[config.mk]
export PLATFORM = sky130hd
export DESIGN_NAME = elevator_call_panel
export DESIGN_NICKNAME = d
export VERILOG_FILES = /design/src/rtl/elevator_call_panel.sv
export SDC_FILE = /design/constraint.sdc
export NUM_CORES = 1
export LEC_CHECK = 0
export ABC_AREA = 0
export BUFFER_PORTS_ARGS = -buffer_cell sky130_fd_sc_hd__buf_2
export CAP_MARGIN = 5
export CORE_AREA = 2 2 59 61
export DETAILED_ROUTE_END_ITERATION = 8
export DIE_AREA = 0 0 61 63
export PLACE_DENSITY = 0.8
export SLEW_MARGIN = 25
export SYNTH_ARGS = -nofsm -noshare
export SYNTH_HDL_FRONTEND = slang
export SYNTH_SLANG_ARGS = --single-unit
[constraint.sdc]
create_clock -name clk -period 3.2 [get_ports clk]
set_clock_uncertainty 0.05 [all_clocks]
set_input_delay 0.16 -clock clk [delete_from_list [all_inputs] [get_ports clk]]
set_output_delay 0.16 -clock clk [all_outputs]
set_load 0.05 [all_outputs]
[src/rtl/elevator_call_panel.sv]
// elevator_call_panel: debounced call/hold front end that issues one call at a time to the 3-floor controller.
// Define ELEVATOR_CALL_TIMEOUT_EN to add the WAIT_ARRIVE watchdog and the sticky timeout_err flag.
module elevator_call_panel #(
  parameter int DEBOUNCE_CYCLES = 4,
  parameter int DWELL_CYCLES = 8,
  parameter int TIMEOUT_CYCLES = 32
) (
  input  logic       clk,
  input  logic       reset,
  input  logic [2:0] call_raw,
  input  logic       hold_raw,
  input  logic [2:0] floor_ind,
  output logic [2:0] btn_req,
  output logic       hold_req,
  output logic [2:0] pending,
  output logic       busy,
  output logic [1:0] served_floor,
  output logic       timeout_err
);
  localparam int DW = $clog2(DEBOUNCE_CYCLES + 1);
  localparam int WW = $clog2(DWELL_CYCLES + 1);
  typedef enum logic [2:0] {IDLE, ISSUE, WAIT_ARRIVE, DWELL, RELEASE} state_t;
  if (DEBOUNCE_CYCLES < 1 || DWELL_CYCLES < 1 || TIMEOUT_CYCLES < 1) begin : g_param_check
    $error("elevator_call_panel: cycle parameters must be >= 1");
  end
  state_t state_q, state_d;
  logic [3:0] s1_q, s2_q, db_q, db_d;
  logic [3:0][DW-1:0] cnt_q, cnt_d;
  logic [2:0] pend_q, pend_d, btn_q, btn_d, rise, ign, clr, tgt_oh;
  logic [1:0] tgt_q, tgt_d, last_q, last_d, served_q, served_d, c1, c2, c3, pick;
  logic [WW-1:0] dwell_q, dwell_d;
  logic hold_q, hold_d;
`ifdef ELEVATOR_CALL_TIMEOUT_EN
  localparam int TW = $clog2(TIMEOUT_CYCLES + 1);
  logic [TW-1:0] wd_q, wd_d;
  logic err_q, err_d;
`endif
  function automatic logic [1:0] nxt(input logic [1:0] f);
    return (f == 2'd3 || f == 2'd0) ? 2'd1 : f + 2'd1;
  endfunction
  function automatic logic [2:0] oh(input logic [1:0] f);
    return {f == 2'd3, f == 2'd2, f == 2'd1};
  endfunction
  // bit 3 is the door-hold button, bits 2:0 the floor calls
  always_comb
    for (int i = 0; i < 4; i++) begin
      db_d[i] = (s2_q[i] != db_q[i] && cnt_q[i] == DW'(DEBOUNCE_CYCLES - 1)) ? ~db_q[i] : db_q[i];
      cnt_d[i] = (s2_q[i] == db_q[i] || db_d[i] != db_q[i]) ? '0 : cnt_q[i] + DW'(1);
    end
  always_comb begin
    state_d = state_q;
    tgt_d = tgt_q;
    last_d = last_q;
    served_d = served_q;
    dwell_d = dwell_q;
    clr = 3'b000;
`ifdef ELEVATOR_CALL_TIMEOUT_EN
    wd_d = wd_q;
    err_d = err_q;
`endif
    c1 = nxt(last_q);
    c2 = nxt(c1);
    c3 = nxt(c2);
    pick = pend_q[c1 - 2'd1] ? c1 : pend_q[c2 - 2'd1] ? c2 : c3;
    tgt_oh = oh(tgt_q);
    case (state_q)
      IDLE: if (|pend_q) begin
        tgt_d = pick;
        state_d = ISSUE;
      end
      ISSUE: begin
        state_d = WAIT_ARRIVE;
`ifdef ELEVATOR_CALL_TIMEOUT_EN
        wd_d = '0;
`endif
      end
      WAIT_ARRIVE: if (floor_ind == tgt_oh) begin
        dwell_d = WW'(DWELL_CYCLES);
        state_d = DWELL;
`ifdef ELEVATOR_CALL_TIMEOUT_EN
        err_d = 1'b0;
      end else if (wd_q == TW'(TIMEOUT_CYCLES - 1)) begin
        err_d = 1'b1;
        state_d = RELEASE;
      end else begin
        wd_d = wd_q + TW'(1);
`endif
      end
      // a held door keeps reloading the dwell so the car never leaves while it is pressed
      DWELL: begin
        dwell_d = db_q[3] ? WW'(DWELL_CYCLES) : dwell_q - WW'(1);
        if (!db_q[3] && dwell_q == WW'(1)) state_d = RELEASE;
      end
      RELEASE: begin
        clr = tgt_oh;
        last_d = tgt_q;
`ifdef ELEVATOR_CALL_TIMEOUT_EN
        served_d = err_q ? served_q : tgt_q;
`else
        served_d = tgt_q;
`endif
        state_d = IDLE;
      end
      default: state_d = IDLE;
    endcase
    ign = state_q == IDLE ? 3'b000 : tgt_oh;
    rise = db_d[2:0] & ~db_q[2:0];
    pend_d = (pend_q | (rise & ~ign)) & ~clr;
    btn_d = state_d == ISSUE ? oh(tgt_d) : 3'b000;
    hold_d = state_d == RELEASE;
  end
  always_ff @(posedge clk or posedge reset)
    if (reset) begin
      state_q <= IDLE;
      s1_q <= '0;
      s2_q <= '0;
      db_q <= '0;
      cnt_q <= '0;
      pend_q <= '0;
      btn_q <= '0;
      hold_q <= 1'b0;
      tgt_q <= '0;
      last_q <= '0;
      served_q <= '0;
      dwell_q <= '0;
`ifdef ELEVATOR_CALL_TIMEOUT_EN
      wd_q <= '0;
      err_q <= 1'b0;
`endif
    end else begin
      state_q <= state_d;
      s1_q <= {hold_raw, call_raw};
      s2_q <= s1_q;
      db_q <= db_d;
      cnt_q <= cnt_d;
      pend_q <= pend_d;
      btn_q <= btn_d;
      hold_q <= hold_d;
      tgt_q <= tgt_d;
      last_q <= last_d;
      served_q <= served_d;
      dwell_q <= dwell_d;
`ifdef ELEVATOR_CALL_TIMEOUT_EN
      wd_q <= wd_d;
      err_q <= err_d;
`endif
    end
  assign btn_req = btn_q;
  assign hold_req = hold_q;
  assign pending = pend_q;
  assign busy = state_q != IDLE;
  assign served_floor = served_q;
`ifdef ELEVATOR_CALL_TIMEOUT_EN
  assign timeout_err = err_q;
`else
  assign timeout_err = 1'b0;
`endif
endmodule

== Word level (Yosys, flattened, before mapping) ==
Cells that the tools add are included.

* Input bits: 9
* Word-level logic and storage cells: 121
* Output and inout port bits: 11
* Register bits after elaboration: 42

* Mux-type cells: 29
* Reduce and logical (&&, ||, !) cells: 21
* Equality and inequality tests: 34
* Magnitude comparators: 2
* $add $sub $neg: 10
* Bitwise logic cells: 11

{| class="wikitable"
|+ Operator list
! cell !! count
|-
| 3-bit two-way mux || 10
|-
| 3-bit by 2-bit equality test with 1-bit output (second input constant) || 6
|-
| 2-bit equality test (second input constant) || 7
|-
| 2-bit two-way mux || 7
|-
| 3-bit by 1-bit adder with 3-bit output (second input constant) || 4
|-
| 3-bit one-hot mux with 4 select lines || 1
|-
| 3-bit bitwise AND || 3
|-
| 3-bit inverter || 3
|-
| 4-bit two-way mux || 2
|-
| 1-bit inequality test || 8
|-
| 4-bit one-hot mux with 2 select lines || 1
|-
| 1-bit logical OR || 7
|-
| 2-bit by 1-bit adder with 2-bit output (second input constant) || 3
|-
| 3-bit by 1-bit equality test with 1-bit output (second input constant) || 2
|-
| 3-bit equality test (second input constant) || 2
|-
| 2-bit logical NOT || 3
|-
| 2-bit by 3-bit less-than comparator with 1-bit output (second input constant) || 2
|-
| 1-bit two-way mux || 6
|-
| 1-bit logical AND || 5
|-
| 1-bit binary-select mux with 2-bit select || 2
|-
| 1-bit equality test || 4
|-
| 2-bit by 1-bit equality test with 1-bit output (second input constant) || 2
|-
| 4-bit by 1-bit equality test with 1-bit output (second input constant) || 1
|-
| 1-bit inverter || 4
|-
| 11 further kinds || 12
|}

== Depth between registers and ports, before layout ==
Gate-level depths: netlist of run 1.

* Depth after elaboration: 15
* Depth in mapped cells: 7

== Worst setup path after synthesis of run 1 ==
No wires, ideal clock.

* Kind: register to register
* Start: register served_floor[0] (netlist name)
* End: register btn_q[0] (netlist: btn_req[0])
* Cell stages (with the launch flop): 7
* Data required time: 3.020 ns
* Path slack: 1.141 ns
* Arrival: 1.879 ns
* Path buffers: 0
* Cells stage by stage: dfrtp_1 -> inv_1 -> ha_1 -> nand2b_1 -> a2111o_1 -> o32a_1 -> nor3b_1

{| class="wikitable"
|+ RTL lines
! what !! RTL line !! RTL
|-
| end signal: assignment || 137 || <nowiki>btn_q <= btn_d;</nowiki>
|-
| end: declaration || 29 || <nowiki>logic [2:0] pend_q, pend_d, btn_q, btn_d, rise, ign, clr, tgt_oh;</nowiki>
|}

==> results of run 1 <==
==> final cells by class <==
cell class	count	area [um2]	share of cell area
clock buffers	5	37.5	0.0173
clock inverters	3	21.3	0.00981
inverters	17	63.8	0.0294
multi-input cells	115	790	0.364
flip-flops and latches	42	1050	0.485
well taps	46	57.6	0.0265
repair buffers	24	148	0.0681
==> report_power, final <==
part / switching (mW) / internal (mW)
Clock: 0.174 / 0.0854
Sequential: 0.126 / 0.673
Combinational: 0.380 / 0.254
==> registers in the layout, summed over array words and instances, names as in the netlist <==
register      count
db_q              4
served_floor      2
cnt_q            12
dwell_q           4
btn_req           3
hold_req          1
state_q           3
s1_q              4
tgt_q             2
pending           3
s2_q              4
==> routing by layer <==
metal  up-vias  track usage
met1       643        0.250
met5         -            0
met4         0       0.0897
li1        655            -
met3         7       0.0518
met2        29        0.320
==> worst min path at each step <==
stage	start	to	slack [ps]	depth (start not counted)
4_1_cts	floor_ind[1]	state_q[0]	220	4
6_report	floor_ind[1]	state_q[0]	230	4
3_5_place_dp	call_raw[2]	s1_q[2]	220	1
3_3_place_gp	call_raw[2]	s1_q[2]	220	1
5_1_grt	floor_ind[1]	dwell_q[3]	260	4
2_1_floorplan	call_raw[0]	s1_q[0]	140	0
==> critical path, cell delays in order (launching register included) <==
cell and delay [ps]:
dfrtp_1 450, inv_1 100, ha_1 210, mux2_2 350
a221oi_1 240, o32a_1 250, nor3b_1 200
==> cells in the final DEF, fill, tap and decap left out, types with 5 or more instances in the layout <==
cell type      instances
buf_2                 18
ha_1                  17
dfrtp_1               42
nand2_1               14
and3_1                 5
nor2_1                19
a21oi_1                6
o21ai_0               13
clkbuf_4               5
inv_1                 17
dlygate4sd3_1          5
==> logic make-up after synthesis <==
kind of cell	after synthesis	share of synthesized area
mux	5	0.0281
xor+xnor	4	0.0183
buf+inv	18	0.0373
simple gates	57	0.153
compound gates	31	0.100
other cells	1	0.00196
flops	42	0.550
fa+ha+maj	17	0.111
==> what timing repair did <==
action / CTS / global route
hold buffers: 5 / 0
endpoints found under the setup margin: 0 / 0
gates resized for setup: 0 / 0
endpoints found under the hold margin: 46 / 0
==> through the flow <==
step / setup WS [ps] / instance area, um2 / power (mW)
after CTS: 1280 / 2170 / 1.71
after global routing: 1050 / 2170 / 1.85
after detailed placement: 1310 / 2060 / 1.45
final: 1280 / 2170 / 1.69
after global placement: 1380 / 2060 / 1.38
after floorplan: 1140 / 1910 / 1.27
==> results.cfg, run 1 <==
[route]
first_iter_violations = 98
num_vias = 1334
drt.antenna.violating_nets = 0
dr.pass1.iters = 4
drc = 0
top_layer = met4
wl_met1_um = 1380
wirelength_um = 3210
routed-wl-met2_um = 1640
wire_per_inst_um = 12.7
met3WireLength_um = 121
vias_per_cell = 5.29

[final_layout]
fin_cells = 252
fin_util = 0.671
n_fill_cell = 263
area_growth_pct = 13.4
nNetsFinal = 231
antenna_cells = 0
drive_above_1_share = 0.155

[sta]
fin_setup_tns_ps = 0
finalCritPeriodShare = 0.600
report.final.slew_viol_count = 0
rsz0062_at_grt = false
fin_crit_ps = 1920
setup_viol = 0
worstMarginPinSlew_ps = 511
hold_ws_ps = 233
hold_viol_final = 0
fmax_mhz = 521
relSlewSlack = 0.659

[global_routing]
grt_max_degree = 43
grt_pass1_wl_um = 5690
grt_remaining_overflow = 0
grt_antenna_before_repair = 0
grt_pass1_vias = 1375
grt_usage = 0.200

[logic_synthesis]
ys_top_cells_by_area = dfrtp_1 55%, ha_1 11%, nor2_1 3.7%
synth_nets = 201
synth.distinct_cells = 35
yosys.area.top_type = dfrtp_1
synth_warnings = 0
synth_top_cell_area_share = 0.550
synthCells = 175
synth_area_um2 = 1910
synth_ff_type = dfrtp_1
syn_area_per_cell_um2 = 10.9
synth-seq-cells = 42
async_reset_ff_frac = 1.00
yosysMostFrequentCell = dfrtp_1
synthTopCellsByCount = 42 x dfrtp_1, 19 x nor2_1, 17 x ha_1, 17 x inv_1, 14 x nand2_1
synth_edf_count = 0
seq_area_frac_synth = 0.550

[min_path]
hp-class = input port to register

[clocking]
cts_root_buffer = clkbuf_4
post_cts_buffers = 0
clock_path_buffers = 2
clkSinkCount = 42
clk_pin_slew_ps = 120
tritoncts = built
cts_inserted_buffers = 5
htree_levels = 2
clock_latency_ps = 350

[worst_setup_path]
cp-start-kind = register
r2r-start = served_floor[1]
r2r-end = btn_req[0]
startpoint = served_floor[1]
required_ps = 3430
worst_ep_arrival_time_ps = 2150
cp-end-kind = register
cp_max_fo = 5
r2r_setup_slack_ps = 1280
crit_type = register to register
worstSetupEndpoint = btn_req[0]
r2r_cells = 6

[placement]
dpl.cell_count = 239
dp_hpwl_um = 2390
gp_congestion = 0.851
port_buffers = 18

[die]
ioPinCount = 20
die_area_um2 = 3840
fp.dieH_um = 63
start_util = 0.592
row_count = 21
die_w_um = 61
core-area_um2 = 3230

[power]
ir_drop_mv = 0.453
power_density_nw_per_um2 = 781
p_leak_nw = 1.04

[run]
max_cap_violations = 0

[status]
outcome = finished, final reports clean
Note: power is estimated with default switching activity, not from simulation.
==> run 2, diff against run 1 <==
- ABC_AREA: 0 -> 1
- CORE_AREA: 2 2 59 61 -> 2 2 65 67
- DIE_AREA: 0 0 61 63 -> 0 0 67 69
- PLACE_DENSITY: 0.8 -> 0.71
- clock period: 3.2 -> 1.6 ns (I/O delays scaled with it)
==> results.cfg, run 2 <==
[global_routing]
grt_remaining_overflow = 0
grt_max_degree = 43
grt_pass1_wl_um = 5820
grt_antenna_before_repair = 0
grt_usage = 0.166
grt_pass1_vias = 1405

[route]
vias_per_cell = 4.84
dr.pass1.iters = 4
wire_per_inst_um = 11.6
drc = 0
num_vias = 1433
wirelength_um = 3430
first_iter_violations = 87
drt.antenna.violating_nets = 0

[die]
die_w_um = 67
fp.dieH_um = 69
start_util = 0.498
die_area_um2 = 4620
core-area_um2 = 3910
ioPinCount = 20
row_count = 23

[power]
p_total_mw = 3.64
power_density_nw_per_um2 = 1550
ir_drop_mv = 0.590
p_leak_nw = 1.20

[logic_synthesis]
synth.distinct_cells = 22
synthTopCellsByCount = 42 x dfrtp_1, 38 x nand2_1, 35 x inv_1
yosysMostFrequentCell = dfrtp_1
yosys.area.top_type = dfrtp_1
seq_area_frac_synth = 0.539
syn_area_per_cell_um2 = 9.20
async_reset_ff_frac = 1.00
synth-seq-cells = 42
synth_top_cell_area_share = 0.539
synth_nets = 238
synth_area_um2 = 1950
synth_edf_count = 0
synthCells = 212
synth_warnings = 0
synth_ff_type = dfrtp_1
ys_top_cells_by_area = dfrtp_1 54%, ha_1 11%, nand2_1 7.3%

[clocking]
cts_inserted_buffers = 5
clock_path_buffers = 2
htree_levels = 2
clk_pin_slew_ps = 70
clock_latency_ps = 290
cts_root_buffer = clkbuf_8
tritoncts = built
clkSinkCount = 42

[final_layout]
n_fill_cell = 356
fin_util = 0.601
nNetsFinal = 272
largest_reg_flops = 12
fin_cells = 296
stdcell_area_um2 = 2350
multi_input_area_um2 = 836
regMostFlops = cnt_q
drive_above_1_share = 0.268
final_cell_mix = 40 x dfrtp_1, 32 x inv_1, 32 x nand2_1
antenna_cells = 0
regArea_um2 = 1050
final_common_cell = dfrtp_1
area_growth_pct = 20.5

[worst_setup_path]
cp_max_fo = 3
cp-start-kind = register
required_ps = 1770
worst_ep_arrival_time_ps = 1710
cp-end-kind = register
crit_type = register to register
r2r_setup_slack_ps = 60

[min_path]
hp-class = input port to register

[sta]
fin_crit_ps = 1540
rsz0062_at_grt = true
hold_ws_ps = 132
setup_viol = 0
fmax_mhz = 650
hold_viol_final = 0
finalCritPeriodShare = 0.962
report.final.slew_viol_count = 0
worstMarginPinSlew_ps = 522
relSlewSlack = 0.652

[placement]
port_buffers = 18
gp_congestion = 0.757
dp_hpwl_um = 2350
dpl_cell_area_um2 = 2120
dpl.cell_count = 280

[run]
max_cap_violations = 0

[status]
outcome = finished, final reports clean
[run 2: cell type report]
type	instances	area share
Timing Repair Buffer	28	0.0756
Multi-Input combinational cell	131	0.356
Sequential cell	42	0.448
Tap cell	50	0.0266
Clock buffer	7	0.0325
Inverter	38	0.0617
[run 2: final timing paths]
| kind | from | end | cells after the start |
|---|---|---|---|
| setup / recovery | cnt_q[6] | cnt_q[6] | 7 |
| hold reg to reg | s1_q[3] | s2_q[3] | 0 |
| setup reg to reg | cnt_q[6] | cnt_q[6] | 7 |
| min in group asynchronous | reset | cnt_q[2] | 4 |
| max in group asynchronous | reset | served_floor[1] | 4 |
| hold / removal | floor_ind[0] | state_q[0] | 4 |
[run 2: report_power, final]
part,internal [mW],switching [mW],total (mW)
registers,1.34,0.207,1.55
logic,0.561,0.914,1.47
clock network,0.300,0.319,0.620
total,2.20,1.44,3.64
[run 2: cell families after synthesis]
logic type               Yosys count  share of synthesized area
flip-flops                        42                      0.539
buffers and inverters             39                     0.0770
AO/OA/AOI/OAI                     22                     0.0603
other                              1                    0.00192
adder cells (fa/ha/maj)           17                      0.109
AND/OR/NAND/NOR                   89                      0.204
XOR/XNOR                           2                    0.00898
[run 2: metrics by stage]
stage | TNS, ps | setup WS, ps
finish | 0 | 61.2
CTS | 0 | 14.2
floorplan | 0 | 16.3
detailed placement | -281 | -46.6
global placement | 0 | 32.3
global route | -139 | -42.7
[run 2: metal layers]
metal	global-route usage	up-vias	wire length, um
met4	0.0816	0	66
met1	0.203	672	1560
met2	0.270	25	1700
li1	-	729	-
met3	0.0375	7	105
met5	0	-	0
[run 2: worst max-delay path, stage by stage (launching register included)]
cell     delay (ps)
dfrtp_1         380
ha_1            210
ha_2            180
nand2_1          80
o21ai_2          70
ha_1            290
nand3_2         100
nor2_1          110
[run 2: repair_timing]
item,CTS,global route
endpoints found under the setup margin,9,15
endpoints found under the hold margin,46,0
setup buffers,0,4
pin swaps,0,12
resized for setup,3,23
hold buffers,5,0
==> run 3, diff against run 2 <==
- CORE_AREA: 2 2 65 67 -> 2 2 60 62
- DIE_AREA: 0 0 67 69 -> 0 0 62 64
- PLACE_DENSITY: 0.71 -> 0.91
- clock period: 1.6 -> 1.85 ns (I/O delays scaled with it)
==> results.cfg, run 3 (synthesis results as in run 2) <==
[die]
core-area_um2 = 3280
die_area_um2 = 3970
row_count = 21
start_util = 0.594
ioPinCount = 20
die_w_um = 62
fp.dieH_um = 64

[power]
ir_drop_mv = 0.687
power_density_nw_per_um2 = 1330
p_leak_nw = 1.18
p_total_mw = 2.98

[sta]
layout_setup_ws_ps = 123
hold_viol_final = 0
setup_viol = 0
relSlewSlack = 0.661
fin_setup_tns_ps = 0
finalCritPeriodShare = 0.934
fmax_mhz = 579
worstMarginPinSlew_ps = 509
rsz0062_at_grt = false
fin_crit_ps = 1730
report.final.slew_viol_count = 0

[worst_setup_path]
cp_max_fo = 5
cpMaxStageDelayCell = dfrtp_1
required_ps = 2110
cpMostUsedCell = nand2_1
cp-start-kind = register
cp-end-kind = register
crit_chain = inv_1, ha_1, inv_1, nand2_1, nand3_1, nand3_1, nand2_1, nand2_1, nand2_1, nand2_1, nor2_1
crit_type = register to register
worst_ep_arrival_time_ps = 1980
cpPeakStageDelay_ps = 420

[global_routing]
grt_remaining_overflow = 0
grt_usage = 0.209
grt_pass1_vias = 1455
grt_max_degree = 43
grt_antenna_before_repair = 0
grt_pass1_wl_um = 6070

[final_layout]
nNetsFinal = 270
final_cell_mix = 42 x dfrtp_1, 38 x nand2_1, 34 x inv_1
drive_above_1_share = 0.176
regMostFlops = cnt_q
area_growth_pct = 14.3
n_fill_cell = 249
largest_reg_flops = 12
antenna_cells = 0
fin_util = 0.679
final_common_cell = dfrtp_1

[clocking]
clkSinkCount = 42
htree_levels = 2
tritoncts = built
cts_inserted_buffers = 5
cts_root_buffer = clkbuf_4
clock_latency_ps = 360
clock_path_buffers = 2
clk_pin_slew_ps = 130

[route]
drc = 0
dr.pass1.iters = 4
vias_per_cell = 5.13
first_iter_violations = 94
wirelength_um = 3520
drt.antenna.violating_nets = 0
num_vias = 1494
wire_per_inst_um = 12.1

[placement]
dp_hpwl_um = 2520
dp_slack_ps = 180
gp_congestion = 0.887
port_buffers = 18

[run]
max_cap_violations = 0

[status]
outcome = finished, final reports clean

[min_path]
hp-class = input port to register
==> run 3: cell count changes in the layout (fill, tap and decap cells not counted), moves of 3 or more <==
cell,change
nand3_2,-4
clkbuf_4,+5
nand2_2,-6
nand3_1,+4
ha_2,-3
nand2_1,+6
o21ai_0,+3
clkbuf_8,-4
ha_1,+5
==> run 3: final cells by class <==
cell class | instances | area, um2 | share of cell area
tap | 46 | 57.6 | 0.0258
timing repair buffer | 26 | 163 | 0.0730
sequential | 42 | 1050 | 0.471
clock inverter | 2 | 12.5 | 0.00561
multi-input combinational | 131 | 752 | 0.337
inverter | 38 | 143 | 0.0640
clock buffer | 6 | 51.3 | 0.0230
==> run 3: stage by stage <==
step | cells | hold WS [ps] | area (um2)
2_1_floorplan | 212 | 73.9 | 1950
3_3_place_gp | 276 | 150 | 2100
3_5_place_dp | 276 | 152 | 2100
4_1_cts | 289 | 61.4 | 2210
5_1_grt | 291 | 80.6 | 2230
6_report | 291 | 71.3 | 2230
==> run 3: power breakdown <==
| group | total [mW] | internal, mW | leakage (nW) | switching (mW) |
|---|---|---|---|---|
| Sequential | 1.33 | 1.16 | 0.524 | 0.176 |
| Combinational | 1.16 | 0.411 | 0.617 | 0.753 |
| Clock | 0.477 | 0.183 | 0.0343 | 0.295 |
| Total | 2.98 | 1.75 | 1.18 | 1.22 |
==> run 3: timing repair <==
| action | 4_1_cts | 5_1_grt |
|---|---|---|
| hold buffers | 5 | 0 |
| resized for setup | 0 | 2 |
| hold endpoints to repair | 46 | 0 |
| setup buffers | 0 | 2 |
| setup endpoints to repair | 0 | 4 |
==> run 3: worst paths after layout <==
path	depth (start not counted)	start	slack (ps)	end
max	11	served_floor[0]	120	btn_req[1]
min	4	floor_ind[0]	70	state_q[0]
min reg2reg	0	s1_q[0]	310	s2_q[0]
max reg2reg	11	served_floor[0]	120	btn_req[1]
max in group asynchronous	4	reset	1060	cnt_q[11]
min in group asynchronous	4	reset	330	db_q[2]
==> run 3: critical path, delay by kind of cell, from the launching register on <==
family,cells,cell delay [ps]
fa+ha+maj,1,350
buf+inv,2,180
flops,1,420
simple gates,8,670
==> run 3: per-layer routing <==
metal,routed length [um],GRT usage,vias to the layer above
li1,-,-,728
met1,1490,0.248,704
met2,1780,0.344,50
met3,163,0.0628,12
met4,87,0.0851,0
met5,0,0,-
